## config.mk

```make
export PLATFORM = sky130hd
export DESIGN_NAME = hex_line_rx
export DESIGN_NICKNAME = d
export VERILOG_FILES = /design/src/rtl/hex_line_rx.sv
export SDC_FILE = /design/constraint.sdc
export NUM_CORES = 1
export LEC_CHECK = 0
export ABC_AREA = 1
export CAP_MARGIN = 15
export CORE_UTILIZATION = 55
export CTS_CLUSTER_SIZE = 14
export DETAILED_ROUTE_END_ITERATION = 16
export HOLD_SLACK_MARGIN = 0.06
export PLACE_DENSITY = 0.79
export SLEW_MARGIN = 20
export SYNTH_ARGS = -nofsm -noshare
export SYNTH_HDL_FRONTEND = slang
export SYNTH_SLANG_ARGS = --single-unit
export TNS_END_PERCENT = 1
```

## constraint.sdc

```tcl
create_clock -name i_clk -period 2.1 [get_ports i_clk]
set_input_delay 0.42 -clock i_clk [delete_from_list [all_inputs] [get_ports i_clk]]
set_output_delay 0.42 -clock i_clk [all_outputs]
set_load 0.05 [all_outputs]
```

## src/rtl/hex_line_rx.sv

```systemverilog
// Parses ASCII hex lines ("0x" prefix optional, 1..MAX_DIGITS digits, CR/LF) from a UART byte stream.
// Emits one strobe per well-formed line and one error pulse per malformed line.
module hex_line_rx #(
  parameter int unsigned MAX_DIGITS = 8
) (
  input  logic        i_clk,
  input  logic        i_reset_n,
  input  logic        i_stb,
  input  logic [7:0]  i_byte,
  output logic        o_stb,
  output logic [31:0] o_data,
  output logic [3:0]  o_ndigits,
  output logic        o_err,
  output logic        o_busy
);

  localparam int unsigned DATA_W = 32;
  localparam int unsigned CNT_W  = 4;
  localparam int unsigned NIB_W  = 4;
  localparam logic [CNT_W-1:0] MAX_N = CNT_W'(MAX_DIGITS);

  typedef enum logic [2:0] {
    IDLE,
    ZERO,
    PREFIX,
    DIGITS,
    DISCARD
  } state_t;

  state_t             state_q, state_d;
  logic [DATA_W-1:0]  acc_q, acc_d;
  logic [CNT_W-1:0]   n_q, n_d;
  logic               stb_d, err_d;
  logic [DATA_W-1:0]  data_d;
  logic [CNT_W-1:0]   ndigits_d;

  // Byte classification and ASCII-to-nibble conversion
  logic [7:0]       lower_c;
  logic             is_dec_c, is_alpha_c, is_hex_c, is_term_c, is_x_c, is_zero_c;
  logic [NIB_W-1:0] nibble_c;
  logic [DATA_W-1:0] shifted_c;
  logic [CNT_W-1:0]  n_inc_c;

  always_comb begin
    lower_c    = i_byte | 8'h20;
    is_dec_c   = (i_byte >= 8'h30) && (i_byte <= 8'h39);
    is_alpha_c = (lower_c >= 8'h61) && (lower_c <= 8'h66);
    is_hex_c   = is_dec_c || is_alpha_c;
    is_term_c  = (i_byte == 8'h0D) || (i_byte == 8'h0A);
    is_x_c     = (lower_c == 8'h78);
    is_zero_c  = (i_byte == 8'h30);
    // Letters: (byte|0x20)-0x57 has the same low nibble as lower[3:0]+9
    nibble_c   = is_dec_c ? i_byte[NIB_W-1:0] : NIB_W'(lower_c[NIB_W-1:0] + 4'd9);
    shifted_c  = {acc_q[DATA_W-NIB_W-1:0], nibble_c};
    n_inc_c    = n_q + CNT_W'(1);
  end

  // Next-state and registered-output logic
  always_comb begin
    state_d   = state_q;
    acc_d     = acc_q;
    n_d       = n_q;
    stb_d     = 1'b0;
    err_d     = 1'b0;
    data_d    = o_data;
    ndigits_d = o_ndigits;

    if (i_stb) begin
      unique case (state_q)
        IDLE: begin
          if (is_zero_c) begin
            state_d = ZERO;
            acc_d   = '0;
            n_d     = CNT_W'(1);
          end else if (is_hex_c) begin
            state_d = DIGITS;
            acc_d   = DATA_W'(nibble_c);
            n_d     = CNT_W'(1);
          end else if (!is_term_c) begin
            state_d = DISCARD;
          end
        end
        ZERO: begin
          if (is_x_c) begin
            state_d = PREFIX;
            acc_d   = '0;
            n_d     = '0;
          end else if (is_hex_c) begin
            state_d = (n_q >= MAX_N) ? DISCARD : DIGITS;
            acc_d   = shifted_c;
            n_d     = n_inc_c;
          end else if (is_term_c) begin
            state_d   = IDLE;
            stb_d     = 1'b1;
            data_d    = acc_q;
            ndigits_d = n_q;
          end else begin
            state_d = DISCARD;
          end
        end
        PREFIX: begin
          if (is_hex_c) begin
            state_d = DIGITS;
            acc_d   = shifted_c;
            n_d     = n_inc_c;
          end else if (is_term_c) begin
            state_d = IDLE;
            err_d   = 1'b1;
          end else begin
            state_d = DISCARD;
          end
        end
        DIGITS: begin
          if (is_hex_c) begin
            if (n_q >= MAX_N) begin
              state_d = DISCARD;
            end else begin
              acc_d = shifted_c;
              n_d   = n_inc_c;
            end
          end else if (is_term_c) begin
            state_d   = IDLE;
            stb_d     = 1'b1;
            data_d    = acc_q;
            ndigits_d = n_q;
          end else begin
            state_d = DISCARD;
          end
        end
        DISCARD: begin
          if (is_term_c) begin
            state_d = IDLE;
            err_d   = 1'b1;
          end
        end
        default: state_d = IDLE;
      endcase
    end
  end

  // State and output registers
  always_ff @(posedge i_clk or negedge i_reset_n) begin
    if (!i_reset_n) begin
      state_q   <= IDLE;
      acc_q     <= '0;
      n_q       <= '0;
      o_stb     <= 1'b0;
      o_err     <= 1'b0;
      o_data    <= '0;
      o_ndigits <= '0;
    end else begin
      state_q   <= state_d;
      acc_q     <= acc_d;
      n_q       <= n_d;
      o_stb     <= stb_d;
      o_err     <= err_d;
      o_data    <= data_d;
      o_ndigits <= ndigits_d;
    end
  end

  assign o_busy = (state_q != IDLE);

endmodule
```

==> summary.txt, run 1 <==
Routed vias: 3,202
Largest net degree at the start of global routing: 35
Final setup vio count: 0
CTS H-tree lvls: 3
Final core utilization: 0.752
Top delay family on crit path: buffers and inverters
Post-Syn Area: 0.00368 mm²
Min-Delay Path Class: reg -> reg
Status: completed
Fin crit share: 0.935
CP startpoint: o_data[0]
Proportion of layout cells with a drive suffix above 1: 0.126
Worst Path Buf+Inv: 1
Synth-to-Final Area Change: 30.5%
Final GP Congestion: 0.850
Die ar.: 0.00702 mm²
Final Instance Area: 0.00480 mm²
Worst Skew: 10.9 ps
Chip height: 83.8 µm
Synth area leaders: dfrtp_1 (52%), nand2_1 (20%), o21ai_0 (5.4%), nor2_1 (5.0%), inv_1 (4.9%)
Clk buf depth: 2
Via density: 5.07
Grt ovf: 0
DRT iter0 DRCs: 230
TritonCTS clock tree: done
Initial antenna violation count: 0
Crit start category: flip-flop
Critical-path cell list: clkdlybuf4s50_1
Slew Limit Fails: 0
Detail Route Antenna Nets: 0
Worst Setup Path Type: reg -> out
Clk Latency, worst-skew pair: 350 ps
Synthesized netlist cell count: 470
First-pass DRT Iterations: 5
Metal2 WL: 4200 µm
Initial Util: 0.576
Met3 Wirelength: 391 µm
Syn_nets: 488
Synth Area per Inst: 7.83 µm²
LEAKAGE: 0.00238 µW
CP max stage cell: clkdlybuf4s50_1
Port buffer count: 49
Fraction of registers with async set/reset: 1.00
Vias in the first global route: 3,052
DR WL/cell: 13.2 µm
First-pass GRT wire length: 13,600 µm
Synth unique cells: 24
Remaining DRCs: 0
Highest routing layer actually used: met4
Top cells by count, synth: nand2_1 (193), dfrtp_1 (77), nor2_1 (49), inv_1 (48), o21ai_0 (40)
CP arrival: 1540 ps
MaxCap Viol Count: 0
Core ar.: 0.00639 mm²
Most frequent cell after synthesis: nand2_1
Worst Slack Setup Final: 137 ps
PD cells: 756 mW/mm²
Critical path required time: 1680 ps
Antenna cell count: 0
YS warnings: 0
Tot GR Track Use: 0.248
Ys flop type: dfrtp_1
Share of the synthesized area in the top cell type: 0.524
Max FO, Critical Path: 2
Detailed Place HPWL: 5360 µm
RSZ-0062 raised after global routing: no
# IOs: 50
Final wirelength: 8330 µm
Synthesized flop and latch total: 77
Slew @ Worst Pin: 510 ps
Hold path startpoint: acc_q[19]
Worst reg2reg startpoint: state_q[0]
M1 wire length: 3480 µm
Maximum vdd ir drop: 560 µV
Period minus WS final: 1960 ps
Critical Path Max Stage Delay: 820 ps
# clock sinks: 77
Pre-CTS setup slack: -453 ps
Die Wd: 83.8 µm
Worst Hold Slack: 486 ps
Max_slew headroom: 0.659
Crit end category: output pin
Sequential share of the synthesized area: 0.524
Post-synth EDFFs: 0
Final #Nets: 567
Rows: 29
Final Hold Viols: 0
Placed cell area: 0.00443 mm²
FMAX: 509 MHz
Reg clk slew, reported paths: 80 ps
Root Driver: clkbuf_8
CTS buffer count: 9
Synth area leader: dfrtp_1
==> layer usage <==
metal,vias to the layer above,track usage
li1,1585,-
met1,1503,0.307
met2,91,0.418
met3,23,0.0366
met4,0,0.140
met5,-,0
==> flip-flops by register name, summed over array words and instances (netlist names) <==
name	count
n_q	4
o_err	1
state_q	3
o_ndigits	4
o_data	32
o_stb	1
acc_q	32
==> area by class of cell <==
class,count,area [µm²]
fillers,464,1590
well taps,77,96.3
repair buffers,83,862
flip-flops and latches,77,1930
inverters,52,201
clock buffers,10,128
multi-input cells,326,1490
clock inverters,6,95.1
==> worst min-delay path: stages (launching register included) <==
cell and delay (ps):
dfrtp_1 350, nand2_1 50, nand2_1 60
==> metrics by stage <==
stage          TNS [ps]  cells  power (µW)
2_1_floorplan         0    470        2020
5_1_grt               0    631        3790
3_3_place_gp     -17660    608        2270
3_5_place_dp     -21190    608        2280
6_report              0    631        3630
4_1_cts               0    626        3530
==> what timing repair did <==
action / in CTS / in global routing
gates resized for setup: 2 / 8
hold buffers: 1 / 0
pin swaps: 1 / 4
gates cloned: 1 / 3
setup endpoints to repair: 31 / 46
endpoints found under the hold margin: 22 / 0
setup buffers: 0 / 2
==> power breakdown <==
part	switching (µW)	leakage (µW)	total, µW	internal (µW)
registers	67.4	0.00107	1620	1550
clock network	566	0.000111	1250	682
logic	459	0.00120	765	306
==> kinds of logic (layout without fill, tap and decap cells) <==
family	after synthesis	in the layout	share of synthesized area
and+or+nand+nor	270	271	0.302
adders and majority gates	7	7	0.0238
xor gates and xnor gates	5	5	0.0119
DFF	77	77	0.524
AOI/OAI and AO/OA	43	43	0.0592
buffers and inverters	68	151	0.0789
==> worst paths after layout <==
path	endpoint	slack, ps	cells past startpoint
min in group asynchronous	o_data[13]	500	2
max in group asynchronous	acc_q[9]	1000	3
max	o_data[0]	140	1
min reg2reg	acc_q[19]	490	2
max reg2reg	acc_q[16]	340	9
min	acc_q[19]	490	2
==> cell usage in the layout, fill, tap and decap left out, drive strengths merged <==
| cell type | n |
|---|---|
| bufinv | 2 |
| o21ai | 40 |
| clkdlybuf4s50 | 45 |
| dfrtp | 77 |
| dlygate4sd3 | 1 |
| nand2 | 199 |
| nor2 | 52 |
| buf | 33 |
| clkbuf | 12 |
| nand3 | 14 |
| clkinv | 2 |
| dlymetal6s2s | 2 |
| xor2 | 4 |
| nor3 | 1 |
| clkinvlp | 1 |
| a21oi | 2 |
| ha | 7 |
| nand3b | 1 |
| nand4 | 4 |
| xnor2 | 1 |
| inv | 53 |
| a21boi | 1 |
Note: power is estimated with default switching activity, not from simulation.
==> run 2: changes to the inputs <==
--- a/config.mk
+++ b/config.mk
@@ -12,6 +12,7 @@
 export DETAILED_ROUTE_END_ITERATION = 16
 export HOLD_SLACK_MARGIN = 0.06
 export PLACE_DENSITY = 0.79
+export REMOVE_ABC_BUFFERS = 1
 export SLEW_MARGIN = 20
 export SYNTH_ARGS = -nofsm -noshare
 export SYNTH_HDL_FRONTEND = slang
==> run 2 against run 1 <==
  * Worst setup slack worse by 1.4 ps
  * Sequential cell count stayed put
  * Largest cell class unchanged
  * Non-clock buffer count is 1 higher
  * Via count is 0.16% higher
  * Cell count is 0.16% higher
==> summary.txt, run 2 (same netlist as run 1, synthesis figures left out) <==
PD cells: 699 mW/mm² (was 756 mW/mm²)
Crit start category: flip-flop (unchanged)
TNS Setup: 0 ps (unchanged)
Final core utilization: 0.734 (was 0.752)
Die Wd: 83.8 µm (unchanged)
Placed cell area: 0.00447 mm² (was 0.00443 mm²)
LEAKAGE: 0.00235 µW (was 0.00238 µW)
CTS H-tree lvls: 3 (unchanged)
Initial antenna violation count: 0 (unchanged)
Status: completed (unchanged)
CTS buffer count: 9 (unchanged)
MaxCap Viol Count: 0 (unchanged)
Non-Filler Instances: 632 (was 631)
Worst Slack Setup Final: 135 ps (was 137 ps)
CP arrival: 1540 ps (about the same)
TritonCTS clock tree: done (unchanged)
First-pass DRT Iterations: 4 (was 5)
Final setup vio count: 0 (unchanged)
Slew @ Worst Pin: 509 ps (was 510 ps)
Largest regs: acc_q (32), o_data (32) (unchanged)
Clk buf depth: 2 (unchanged)
Cells after DPL: 613 (was 608)
Antenna cell count: 0 (unchanged)
Chip height: 83.8 µm (unchanged)
CP max stage cell: clkdlybuf4s50_1 (unchanged)
Detail Route Antenna Nets: 0 (unchanged)
Via density: 5.07 (about the same)
First-pass GRT wire length: 13,700 µm (was 13,600 µm)
Max_slew headroom: 0.659 (about the same)
Most common cell after layout, fill and taps aside: nand2_1 (unchanged)
Number of fillers in the final layout: 500 (was 464)
Root Driver: clkbuf_8 (unchanged)
Largest net degree at the start of global routing: 37 (was 35)
Critical Path Max Stage Delay: 820 ps (about the same)
Port buffer count: 49 (unchanged)
RSZ-0062 raised after global routing: no (unchanged)
Max FO, Critical Path: 2 (unchanged)
Top delay family on crit path: buffers and inverters (unchanged)
Detailed Place HPWL: 5530 µm (was 5360 µm)
Routed vias: 3,207 (was 3,202)
Most frequent cells in the layout: nand2_1 (193), dfrtp_1 (77), nor2_1 (49) (was nand2_1 (193), dfrtp_1 (77), nor2_1 (48))
Worst Setup Path Type: reg -> out (unchanged)
Fin crit share: 0.936 (was 0.935)
Synth-to-Final Area Change: 27.4% (was 30.5%)
Core ar.: 0.00639 mm² (unchanged)
DRT iter0 DRCs: 167 (was 230)
Period minus WS final: 1960 ps (about the same)
DR WL/cell: 12.5 µm (was 13.2 µm)
Worst Skew: 8.14 ps (was 10.9 ps)
Pre-CTS setup slack: -536 ps (was -453 ps)
Clk Latency, worst-skew pair: 350 ps (about the same)
Maximum vdd ir drop: 807 µV (was 560 µV)
Remaining DRCs: 0 (unchanged)
# IOs: 50 (unchanged)
Reg clk slew, reported paths: 70 ps (was 80 ps)
Min-Delay Path Class: reg -> reg (unchanged)
Rows: 29 (unchanged)
Critical-path cell list: clkdlybuf4s50_1 (unchanged)
Final Hold Viols: 0 (unchanged)
Critical path required time: 1680 ps (about the same)
Die ar.: 0.00702 mm² (unchanged)
Initial Util: 0.576 (unchanged)
Final GP Congestion: 0.892 (was 0.850)
Vias in the first global route: 3,071 (was 3,052)
Final wirelength: 7930 µm (was 8330 µm)
Final #Nets: 568 (was 567)
# clock sinks: 77 (unchanged)
Slew Limit Fails: 0 (unchanged)
Worst Path Buf+Inv: 1 (unchanged)
Grt ovf: 0 (unchanged)
Crit end category: output pin (unchanged)
FMAX: 509 MHz (about the same)
Proportion of layout cells with a drive suffix above 1: 0.123 (was 0.126)
Final Instance Area: 0.00469 mm² (was 0.00480 mm²)
Tot GR Track Use: 0.249 (was 0.248)
## run 2: path summary, 6_finish.rpt
path	startpoint	to	slack, ps	cells after the start
min	acc_q[28]	o_data[28]	480	2
max	o_ndigits[3]	o_ndigits[3]	140	1
max reg2reg	state_q[0]	acc_q[9]	350	10
min in group asynchronous	i_reset_n	o_data[2]	570	2
max in group asynchronous	i_reset_n	state_q[0]	980	3
min reg2reg	acc_q[28]	o_data[28]	480	2
## run 2: area by class of cell
| class | count | area [µm²] | share of cell area |
|---|---|---|---|
| Clock buffer | 11 | 131 | 0.0280 |
| Multi-Input combinational cell | 326 | 1480 | 0.316 |
| Sequential cell | 77 | 1930 | 0.411 |
| Timing Repair Buffer | 84 | 822 | 0.175 |
| Inverter | 52 | 195 | 0.0416 |
| Tap cell | 77 | 96.3 | 0.0205 |
| Clock inverter | 5 | 36.3 | 0.00774 |
## run 2: worst reg2reg max path, stage by stage, from the launching register on
cell and delay, ps:
dfrtp_1 440, nor3_1 390, inv_1 110, nand2_1 110, nand2_1 90, nand2_2 80, inv_2 50, buf_12 150
nor2_1 120, nand2_1 90, nand2_1 60
## run 2: routing by layer
layer	share of wire	global-route usage	vias to the layer above
met2	0.49	0.406	71
met5	0	0	-
met4	0.016	0.102	0
li1	-	-	1597
met1	0.46	0.319	1530
met3	0.039	0.0613	9
## run 2: power by group
group | total, µW | switching (µW) | internal, µW
registers | 1610 | 63.9 | 1550
logic | 690 | 432 | 258
clock network | 973 | 539 | 434
total | 3280 | 1040 | 2240
## run 2: stage by stage
| step | total power, µW | hold WS (ps) |
|---|---|---|
| after floorplan | 2000 | 124 |
| after global placement | 2290 | 402 |
| after detailed placement | 2300 | 403 |
| after CTS | 3290 | 480 |
| after global routing | 3440 | 504 |
| final | 3280 | 477 |
## run 2: what timing repair did
action / CTS / global route
buffers inserted: 0 / 1
setup endpoints to repair: 31 / 67
gates cloned: 1 / 0
pin swaps: 2 / 3
resized for setup: 1 / 5
hold buffers: 1 / 0
hold endpoints to repair: 34 / 0
==> patch (config.mk and constraints of run 1) <==
Re-encode `state_t` (5 states) as Gray code, 3 bits wide.
--- a/src/rtl/hex_line_rx.sv
+++ b/src/rtl/hex_line_rx.sv
@@ -20,11 +20,11 @@
   localparam logic [CNT_W-1:0] MAX_N = CNT_W'(MAX_DIGITS);
 
   typedef enum logic [2:0] {
-    IDLE,
-    ZERO,
-    PREFIX,
-    DIGITS,
-    DISCARD
+    IDLE    = 3'b000,
+    ZERO    = 3'b001,
+    PREFIX  = 3'b011,
+    DIGITS  = 3'b010,
+    DISCARD = 3'b110
   } state_t;
 
   state_t             state_q, state_d;
Check against the original RTL: no difference found for any inputs over 4 cycles, from zero or initial values and one cycle with i_reset_n low; so few cycles prove little.
==> patch against run 1 <==
Design area decreased by 4.4%. Highest routed layer unchanged. Total power increased by 10%. Hold slack improved by 0.0049 ns. Area after synthesis decreased by 2.0%. Worst setup slack improved by 0.0038 ns. Count of clock-buffer cells in the layout unchanged. Sequential cell count unchanged. Wire length decreased by 10%.
==> patch: results (changes against run 1) <==
- Slew @ Worst Pin: 0.527 ns (+0.0169 ns)
- DRT Pass-1 Iters: 4 (-1)
- Vias per cell: 5.04 (-0.77%)
- Max clock buf depth: 2 (unchanged)
- Slowest stage cell, crit path: clkdlybuf4s50_1
- Worst R2R Setup Slack: 0.41 ns (+0.07 ns)
- Syn Area/Cell: 8.19 µm² (+4.6%)
- Max IR drop VDD: 0.574 mV (+2.5%)
- Critical Path Sink: o_data[28]
- WL/cell: 12.7 µm (-3.7%)
- Worst-path fanout max: 2 (unchanged)
- Placed cell count: 571 (-6.1%)
- Initial antenna violation count: 0 (unchanged)
- Status: completed
- GPL Wtd Cong: 0.894 (+5.3%)
- Seq/Total Area, Yosys: 53.5% (+1.1 points)
- Via count: 2966 (-7.4%)
- Synth cell count leaders: 158 x nand2_1, 77 x dfrtp_1, 56 x inv_1, 37 x o21ai_1, 35 x nand3_1
- Vias in the first global route: 2840 (-6.9%)
- Tot GR Track Use: 22.9% (-1.9 points)
- Nets: 525 (-7.4%)
- First-pass GRT wire length: 12.6 mm (-8.0%)
- Worst setup path startpoint: o_data[28]
- Final clock skew: 0.0148 ns (+0.00387 ns)
- R2r worst-path depth: 10 (+1)
- DR iter-0 viols: 180 (-22%)
- Reg2reg start: state_q[0]
- Top post-synthesis cells by area: dfrtp_1 53%, nand2_1 16%, inv_1 5.8%, o21ai_1 5.1%, nand3_1 4.9%
- Hpwl dp: 5.00 mm (-6.6%)
- Yosys warns: 0 (unchanged)
- Leak: 2.24 nW (-5.7%)
- Distinct cells, synth: 25 (+4.2%)
- Crit Reg-Reg Endpoint: acc_q[13]
- CP max stage delay: 0.81 ns
- Psw: 1.33 mW (+22%)
- Share of cells above drive strength 1: 11.5% (-1.1 points)
- Post-Syn Nets: 458 (-6.1%)
- Largest net degree at the start of global routing: 46 (+31%)
==> patch: changes by cell type after synthesis, sizes merged, moves of 3 or more <==
cell / delta
nand2: -38
a21oi: +3
buf: +4
nand3: +23
nor2: -31
clkbuf: -3
o21ai: +3
inv: +9
==> patch: cell type report <==
type | count | area (µm²)
Multi-Input combinational cell | 286 | 1350
Sequential cell | 77 | 1930
Fill cell | 486 | 1760
Clock inverter | 6 | 95.1
Clock buffer | 10 | 128
Tap cell | 77 | 96.3
Inverter | 60 | 225
Timing Repair Buffer | 73 | 773
==> patch: metal layers <==
layer | share of wire [%] | vias to the layer above | GRT usage, % | wire [µm]
met2 | 52 | 60 | 40.4 | 3900
met1 | 43 | 1392 | 27.2 | 3180
met4 | 2.6 | 0 | 9.25 | 193
li1 | - | 1496 | - | -
met3 | 2.8 | 18 | 4.97 | 212
met5 | 0 | - | 0 | 0
==> patch: how the worst min path moves through the flow <==
stage,endpoint,from,slack [ns],cells after the start
global route,o_data[15],o_data[15],0.52,2
floorplan,acc_q[0],i_reset_n,0.12,0
global placement,o_data[10],i_reset_n,0.38,1
finish,o_data[15],o_data[15],0.49,2
detailed placement,o_data[10],i_reset_n,0.39,1
CTS,acc_q[28],acc_q[28],0.49,2
==> patch: power groups by stage <==
stage | combinational [mW] | clock, mW | sequential, mW
final | 1.04 | 1.25 | 1.70
after global routing | 1.13 | 1.33 | 1.72
after CTS | 0.979 | 1.27 | 1.70
after detailed placement | 0.961 | 0 | 1.72
after global placement | 0.946 | 0 | 1.72
after floorplan | 0.656 | 0 | 1.70
==> patch: what timing repair did <==
| action | in CTS | in global routing |
|---|---|---|
| gates cloned | 0 | 1 |
| endpoints found under the setup margin | 1 | 2 |
| gates resized for setup | 1 | 1 |
| hold endpoints to repair | 32 | 0 |
| hold buffers | 1 | 0 |
==> patch: worst min-delay path, cell delays in order (launching register included) <==
cell     delay, ns
dfrtp_1       0.35
nand2_1       0.05
o21ai_1       0.06
==> patch: cell families after synthesis <==
logic type                 count (synthesis)  synth area share [%]
adders and majority gates                  7                  2.43
AOI/OAI and AO/OA                         50                  7.50
DFF                                       77                  53.5
buffers and inverters                     77                  9.34
and+or+nand+nor                          224                  26.0
xor gates and xnor gates                   5                  1.22
==> patch: metrics by stage <==
| step | setup slack (ns) | utilization [%] | TNS (ns) | cell area, µm² |
|---|---|---|---|---|
| after floorplan | 0.399 | - | 0 | 3600 |
| after global routing | -0.00429 | 72.3 | -0.00429 | 4590 |
| after global placement | -0.135 | 68.1 | -5.22 | 4330 |
| final | 0.141 | 72.3 | 0 | 4590 |
| after detailed placement | -0.181 | 68.1 | -8.03 | 4330 |
| after CTS | 0.135 | 71.9 | 0 | 4560 |
